==> src/rtl/icache_refill_fetcher_pkg.sv <==
// Shared definitions for the instruction-fetch refill path: fetch FSM state
// encoding, datapath width and the number of bytes in one instruction word.
package icache_refill_fetcher_pkg;

    localparam int XLEN           = 32;
    localparam int BYTES_PER_INST = 4;
    localparam int BYTE_IDX_W     = $clog2(BYTES_PER_INST);
    localparam int WORD_W         = 8 * BYTES_PER_INST;

    typedef enum logic [1:0] {
        IDLE  = 2'd0,
        CHECK = 2'd1,
        MISS  = 2'd2,
        FILL  = 2'd3
    } fetch_state_t;

endpackage

==> src/rtl/icache_refill_fetcher_byte_assembler.sv <==
// Byte assembler for cache refills: collects bytes arriving from the
// byte-wide memory port into a little-endian word (first byte -> bits 7:0).
// done flags that the byte being loaded this cycle completes the word;
// next_word is the word including that byte, so the caller can capture it
// on the same edge the byte lands.
module icache_refill_fetcher_byte_assembler
    import icache_refill_fetcher_pkg::*;
(
    input  logic                  clk_in,
    input  logic                  rst_in,
    input  logic                  en,
    input  logic                  clear,
    input  logic                  load,
    input  logic [7:0]            data,
    output logic [BYTE_IDX_W-1:0] count,
    output logic [WORD_W-1:0]     word,
    output logic [WORD_W-1:0]     next_word,
    output logic                  done
);

    // Insert the incoming byte at the lane selected by the byte counter.
    // NOTE: every variable written in an always_comb gets a default first, so no path leaves it unassigned and no latch is inferred.
    always_comb begin
        next_word = word;
        next_word[{count, 3'b000} +: 8] = data;
    end

    assign done = load && (count == BYTE_IDX_W'(BYTES_PER_INST - 1));

    // Counter and buffer; clear wins over load, everything frozen when en is low.
    // NOTE: state registers use non-blocking assignments so every flop samples pre-edge values.
    always_ff @(posedge clk_in or negedge rst_in) begin
        if (!rst_in) begin
            count <= '0;
            word  <= '0;
        end else if (en) begin
            if (clear) begin
                count <= '0;
                word  <= '0;
            end else if (load) begin
                count <= count + BYTE_IDX_W'(1);
                word  <= next_word;
            end
        end
    end

endmodule

==> src/rtl/icache_refill_fetcher.sv <==
// Fetch-side initiator for the direct-mapped instruction cache. Probes the
// cache with the accepted PC; on a hit returns the cached word, on a miss
// reads four bytes from the memory port, writes the assembled word into the
// cache and returns it. flush cancels whatever is in flight.
// Build option: define ICACHE_FETCH_PERF_EN to add hit_count/miss_count.
module icache_refill_fetcher #(
    parameter int XLEN = icache_refill_fetcher_pkg::XLEN   // only 32 supported
`ifdef ICACHE_FETCH_PERF_EN
    ,
    parameter int CNT_WIDTH = 32
`endif
) (
    input  logic            clk_in,
    input  logic            rst_in,
    input  logic            rdy_in,
    input  logic            flush,
    input  logic            fetch_valid,
    input  logic [XLEN-1:0] fetch_pc,
    output logic            fetch_ready,
    output logic            inst_valid,
    output logic [XLEN-1:0] inst_out,
    output logic [XLEN-1:0] inst_pc,
    output logic [XLEN-1:0] cache_addr,
    output logic            cache_wr,
    output logic [XLEN-1:0] cache_value,
    input  logic            cache_hit,
    input  logic [XLEN-1:0] cache_result,
    output logic            mem_req,
    output logic [XLEN-1:0] mem_addr,
    input  logic            mem_ready,
    input  logic [7:0]      mem_data
`ifdef ICACHE_FETCH_PERF_EN
    ,
    output logic [CNT_WIDTH-1:0] hit_count,
    output logic [CNT_WIDTH-1:0] miss_count
`endif
);
    import icache_refill_fetcher_pkg::*;

    fetch_state_t state_q, state_d;
    logic [XLEN-1:0] pc_q, pc_d;
    logic            inst_valid_q, inst_valid_d;
    logic            cache_wr_q, cache_wr_d;
    logic [XLEN-1:0] inst_out_q, inst_out_d;
    logic [XLEN-1:0] inst_pc_q, inst_pc_d;
    logic [XLEN-1:0] cache_value_q, cache_value_d;

    logic                  asm_clear;
    logic                  asm_load;
    logic [BYTE_IDX_W-1:0] asm_count;
    logic [WORD_W-1:0]     asm_word;
    logic [WORD_W-1:0]     asm_next_word;
    logic                  asm_done;

    icache_refill_fetcher_byte_assembler u_byte_assembler (
        .clk_in    (clk_in),
        .rst_in    (rst_in),
        .en        (rdy_in),
        .clear     (asm_clear),
        .load      (asm_load),
        .data      (mem_data),
        .count     (asm_count),
        .word      (asm_word),
        .next_word (asm_next_word),
        .done      (asm_done)
    );

    // Next-state and registered-output decode; flush overrides every state.
    always_comb begin
        state_d       = state_q;
        pc_d          = pc_q;
        inst_valid_d  = 1'b0;
        cache_wr_d    = 1'b0;
        inst_out_d    = inst_out_q;
        inst_pc_d     = inst_pc_q;
        cache_value_d = cache_value_q;
        asm_clear     = 1'b0;
        asm_load      = 1'b0;

        if (flush) begin
            // Any byte returned this cycle is dropped and the partial word discarded.
            state_d   = IDLE;
            asm_clear = 1'b1;
        end else begin
            case (state_q)
                IDLE: begin
                    if (fetch_valid) begin
                        pc_d    = fetch_pc & ~XLEN'(3);
                        state_d = CHECK;
                    end
                end
                CHECK: begin
                    if (cache_hit) begin
                        inst_valid_d = 1'b1;
                        inst_out_d   = cache_result;
                        inst_pc_d    = pc_q;
                        state_d      = IDLE;
                    end else begin
                        asm_clear = 1'b1;
                        state_d   = MISS;
                    end
                end
                MISS: begin
                    if (mem_ready) begin
                        asm_load = 1'b1;
                        if (asm_done) begin
                            // Launch the FILL pulses with the completed word.
                            inst_valid_d  = 1'b1;
                            cache_wr_d    = 1'b1;
                            inst_out_d    = asm_next_word;
                            cache_value_d = asm_next_word;
                            inst_pc_d     = pc_q;
                            state_d       = FILL;
                        end
                    end
                end
                FILL:    state_d = IDLE;
                default: state_d = IDLE;
            endcase
        end
    end

    // State and output registers; everything holds while rdy_in is low.
    always_ff @(posedge clk_in or negedge rst_in) begin
        if (!rst_in) begin
            state_q       <= IDLE;
            pc_q          <= '0;
            inst_valid_q  <= 1'b0;
            cache_wr_q    <= 1'b0;
            inst_out_q    <= '0;
            inst_pc_q     <= '0;
            cache_value_q <= '0;
        end else if (rdy_in) begin
            state_q       <= state_d;
            pc_q          <= pc_d;
            inst_valid_q  <= inst_valid_d;
            cache_wr_q    <= cache_wr_d;
            inst_out_q    <= inst_out_d;
            inst_pc_q     <= inst_pc_d;
            cache_value_q <= cache_value_d;
        end
    end

    // A flush in the pulse cycle itself squashes the delivery and the write.
    assign inst_valid  = inst_valid_q && !(rdy_in && flush);
    assign cache_wr    = cache_wr_q && !(rdy_in && flush);
    assign inst_out    = inst_out_q;
    assign inst_pc     = inst_pc_q;
    assign cache_value = cache_value_q;
    assign fetch_ready = (state_q == IDLE);
    assign cache_addr  = (state_q == IDLE) ? '0 : pc_q;
    assign mem_req     = (state_q == MISS);
    assign mem_addr    = (state_q == MISS) ? pc_q + XLEN'(asm_count) : '0;

`ifdef ICACHE_FETCH_PERF_EN
    logic hit_evt;
    logic miss_evt;

    assign hit_evt  = rdy_in && !flush && (state_q == CHECK) && cache_hit;
    assign miss_evt = rdy_in && !flush && (state_q == CHECK) && !cache_hit;

    // Lookup outcome counters, wrapping at 2^CNT_WIDTH.
    always_ff @(posedge clk_in or negedge rst_in) begin
        if (!rst_in) begin
            hit_count  <= '0;
            miss_count <= '0;
        end else begin
            if (hit_evt)  hit_count  <= hit_count + CNT_WIDTH'(1);
            if (miss_evt) miss_count <= miss_count + CNT_WIDTH'(1);
        end
    end
`endif

endmodule

==> config.mk <==
export PLATFORM = sky130hd
export DESIGN_NAME = icache_refill_fetcher
export DESIGN_NICKNAME = d
export VERILOG_FILES = /design/src/rtl/icache_refill_fetcher_pkg.sv /design/src/rtl/icache_refill_fetcher_byte_assembler.sv /design/src/rtl/icache_refill_fetcher.sv
export SDC_FILE = /design/constraint.sdc
export NUM_CORES = 1
export LEC_CHECK = 0
export BUFFER_PORTS_ARGS = -buffer_cell sky130_fd_sc_hd__buf_2
export CAP_MARGIN = 20
export CORE_MARGIN = 2
export CORE_UTILIZATION = 40
export DETAILED_ROUTE_END_ITERATION = 10
export PLACE_DENSITY = 0.65
export SLEW_MARGIN = 20
export SYNTH_ARGS = -nofsm -noshare
export SYNTH_HDL_FRONTEND = slang
export SYNTH_SLANG_ARGS = --single-unit
==> constraint.sdc <==
create_clock -name clk_in -period 2.4 [get_ports clk_in]
set_input_delay 0.12 -clock clk_in [delete_from_list [all_inputs] [get_ports clk_in]]
set_output_delay 0.12 -clock clk_in [all_outputs]
set_load 0.05 [all_outputs]
==> flow_results.org <==
** Die
- Die extent in x :: 143 um
- Core box area :: 0.0188 sq mm
- From bottom edge to top edge, the die measures 143 um.
- I/O pin total :: 243
- Number of cell rows :: 50
- The floorplan step defined a die boundary enclosing 0.0204 sq mm.
- Starting density of the core :: 41.0%

** Global routing
- First-pass GRT wire length :: 33.2 mm
- Via count of the first global-routing pass :: 6256
- Across every metal layer, demand over resource in global routing totals 20.9%.
- Maximum number of pins on one net before global-route repair :: 96
- Summed over all layers, the global routing overflow is 0.
- Initial antenna violation count :: 0

** Layout
- Synthesis-to-finish area growth :: 31.1%
- Share of layout cells above drive strength 1 :: 38.8%
- In the final design database the tool counted 1068 nets.
- Fill cell instance count of the final layout :: 1664
- Final instance count without filler cells :: 1255

** Worst setup path
- Kind of critical path :: reg2reg
- Required time at the endpoint of the critical path :: 2760 ps
- Data arrival, critical path :: 2540 ps
- Counting buffers and inverters, the worst setup path is 5 cells deep.
- Cell family contributing the most delay on the critical path :: simple AND/OR/NAND/NOR gates
- The number of buffers and inverters on the critical path is 1.
- Peak per-stage delay on the critical path :: 510 ps
- Worst reg-to-reg path cell count :: 5
- STA classifies the critical path startpoint as a register.
- Walking the worst path, the cells encountered are inv_2 > ha_1 > nor4b_4 > nor2b_1 > a22o_1.
- Kind of end point of the critical path :: register
- Max Fanout on Critical Path :: 8
- Slowest cell on crit path :: dfrtp_1

** Place
- Total of buffers placed on input and output ports :: 236
- Cell total after placement :: 1191
- OpenSTA, run right after detailed placement, puts the worst setup slack at 192 ps.
- The HPWL after detailed placement is 14.3 mm.
- Weighted congestion at the end of routability-driven global placement :: 0.782

** Timing
- Setup violations remaining at the end of the flow were counted as 0.
- Slew at the pin with the worst max-slew slack :: 571 ps
- Achievable Freq :: 0.457 GHz
- Post-route worst setup slack :: 213 ps
- Setup Skew :: 7.95 ps
- Final number of hold-violating endpoints :: 0
- After routing, the total negative slack on setup checks comes to 0 ps.
- Tightest slew margin relative to the limit :: 61.9%
- Final Slew Violations :: 0
- Clock period minus final worst setup slack :: 2190 ps
- Setup repair after global routing missed its margin :: no
- In the finished design, the share of the clock period the worst path needs comes to 91.1%.

** Logic synthesis
- After synthesis, the largest family of logic cells by area is compound AO/OA/AOI/OAI gates.
- After synthesis, the mean cell area works out to 10.5 sq um.
- Primary flip-flop cell chosen by synthesis mapping :: dfrtp_1
- Top cell type's share of synthesized area :: 52.6%
- The synthesized netlist devotes 17.4% of its cell area to compound gates.
- The biggest area contributor in the post-synthesis netlist is dfrtp_1.
- By count the netlist is led by 162 x dfrtp_1, 97 x o21ai_0, 60 x mux2_2.
- Area share of xor/xnor cells in the synthesized design :: 0%
- Dominant cells by area after synthesis :: dfrtp_1 53%, mux2_2 8.8%, o21ai_0 6.3%
- Synthesis instantiated 39 different standard cells from the library.
- Simple logic cell fraction of the synthesized area :: 13.4%
- Netlist area before placement :: 0.00771 sq mm
- The synthesized design contains 0 enable-type register cells.
- The Yosys step of the flow raised 0 warnings.
- After synthesis, flip-flops and latches occupy 52.6% of the total area.
- Fraction of the mapped netlist area in adder cells :: 1.30%
- Multiplexer cells account for 9.15% of the synthesized area.
- Seq cells post-synth :: 162
- After synthesis, the share of flip-flops with an asynchronous set or reset is 100%.
- Top-count cell post-synth :: dfrtp_1
- Number of standard cells after synthesis :: 737

** Drt
- Routed vias :: 6334
- Routed vias/inst :: 5.05
- After detailed routing, the met2 layer carries 9.68 mm of wire.
- Routed signal wires occupy layers up through met4.
- After the first detailed-routing iteration, the DRC count stood at 257.
- The detail route stage leaves a number of antenna-violating nets equal to 0.
- Count of TritonRoute iterations in the first routing pass :: 4
- Dividing the detail-routed wire length by the instance count gives 16.7 um.
- For this block, wires on met1 add up to 9.53 mm.
- For this run, design rule violations remaining after detail routing come to 0.
- Wire segments on met3 add up to 1.43 mm in the final route.
- The routed design has 20.9 mm of wire.

** CTS
- TritonCTS built the clock tree.
- Clock tree synthesis selected as its root buffer the cell clkbuf_16.
- H-tree levels :: 4
- In this run the deepest clock path goes through 2 buffers.
- Counting every sink on the clock net gives 162.
- Clock-pin slew was measured on the worst setup and hold paths at 70 ps.
- At the later pin of the worst-skew pair, clock insertion delay measures 420 ps.
- Number of buffers added by the clock tree synthesis step :: 17

** Pwr
- Across the VDD grid, the largest voltage drop is 0.709 mV.
- In this run the power density over the cells is 1080 mW/mm^2.
- Static leakage :: 4.81 nW

** Min path
- The min-delay analysis places its worst path in the category in2reg.
- The worst hold path passes through 3 cells.

** Run status
- The flow ran to the end, and the final reports show no timing, DRC or antenna violations.

** Job
- Max-cap violations in this run came to 0.
-- flip-flops by register name (all words and copies together) (netlist names) --
name / flops
cache_value: 32
inst_out: 32
u_byte_assembler.word: 32
inst_pc: 30
pc_q: 30
state_q: 2
u_byte_assembler.count: 2
cache_wr_q: 1
inst_valid_q: 1
-- routing by layer --
metal,vias to the layer above,track usage [%]
met1,3041,27.4
met3,16,6.37
li1,3059,-
met5,-,0
met4,0,5.00
met2,218,34.1
-- power by group --
group	internal (mW)	total [mW]	leakage, nW	switching, mW
Clock	1.69	2.85	0.304	1.17
Combinational	1.10	4.21	2.45	3.11
Sequential	3.42	3.84	2.05	0.421
Total	6.20	10.9	4.81	4.70
-- through the flow --
stage               cell area (sq um)  util (%)  power [mW]  hold WS, ps
floorplan                        7750         -        6.98         -176
global placement                 9180      48.7        8.01          106
detailed placement               9180      48.7        8.06          107
CTS                             10100      53.7        11.0         2.35
global route                    10100      53.7        11.4         13.7
finish                          10100      53.7        10.9         23.6
-- kinds of logic (layout without fill, tap and decap cells) --
kind of cell	count (synthesis)	count (layout)
AO/OA/AOI/OAI	205	205
adder cells (fa/ha/maj)	8	8
buffers and inverters	104	358
flip-flops	162	162
multiplexers	63	63
other	1	5
AND/OR/NAND/NOR	194	194
-- placed cells by master, fill, tap and decap left out, types with 4 or more instances in the layout --
cell type	n
nor2b_1	37
buf_2	235
and2_2	20
a31oi_1	32
inv_1	37
a21oi_1	6
dfrtp_1	162
and3_1	4
ha_1	7
o21ai_2	4
a2bb2oi_1	29
clkbuf_16	17
o21ai_0	97
nor2_1	34
buf_12	5
nand3_1	28
conb_1	4
buf_4	16
dlygate4sd3_1	31
nand2_1	45
a22o_1	32
mux2_2	60
and2_1	13
-- path summary, 6_finish.rpt --
path / startpoint / end / slack (ps)
max in group asynchronous: rst_in / inst_pc[3] / 1410
min in group asynchronous: rst_in / cache_value[9] / 210
worst min register to register: cache_value[21] / cache_value[21] / 470
worst min-delay path: cache_result[16] / inst_out[16] / 20
worst max register to register: u_byte_assembler.count[0] / u_byte_assembler.word[31] / 210
worst max-delay path: u_byte_assembler.count[0] / u_byte_assembler.word[31] / 210
-- timing repair --
item                                    in CTS  in global routing
resized for setup                            0                  1
hold buffers                                31                  0
setup buffers                                0                  0
hold endpoints to repair                    80                  0
endpoints found under the setup margin       0                  3
-- worst min-delay path, stage by stage --
cell	delay (ps)
buf_2	80
o21ai_0	60
a31oi_1	150
-- cell type report --
cell class	count	area (sq um)	share of cell area, %
Multi-Input combinational cell	474	3250	32.1
Tap cell	260	325	3.22
Clock inverter	14	179	1.77
Timing Repair Buffer	288	1720	17.0
Inverter	38	143	1.41
Clock buffer	18	439	4.34
Antenna cell	1	2.50	0.0248
Sequential cell	162	4050	40.1
No activity file was read; power rests on OpenSTA's default activity.
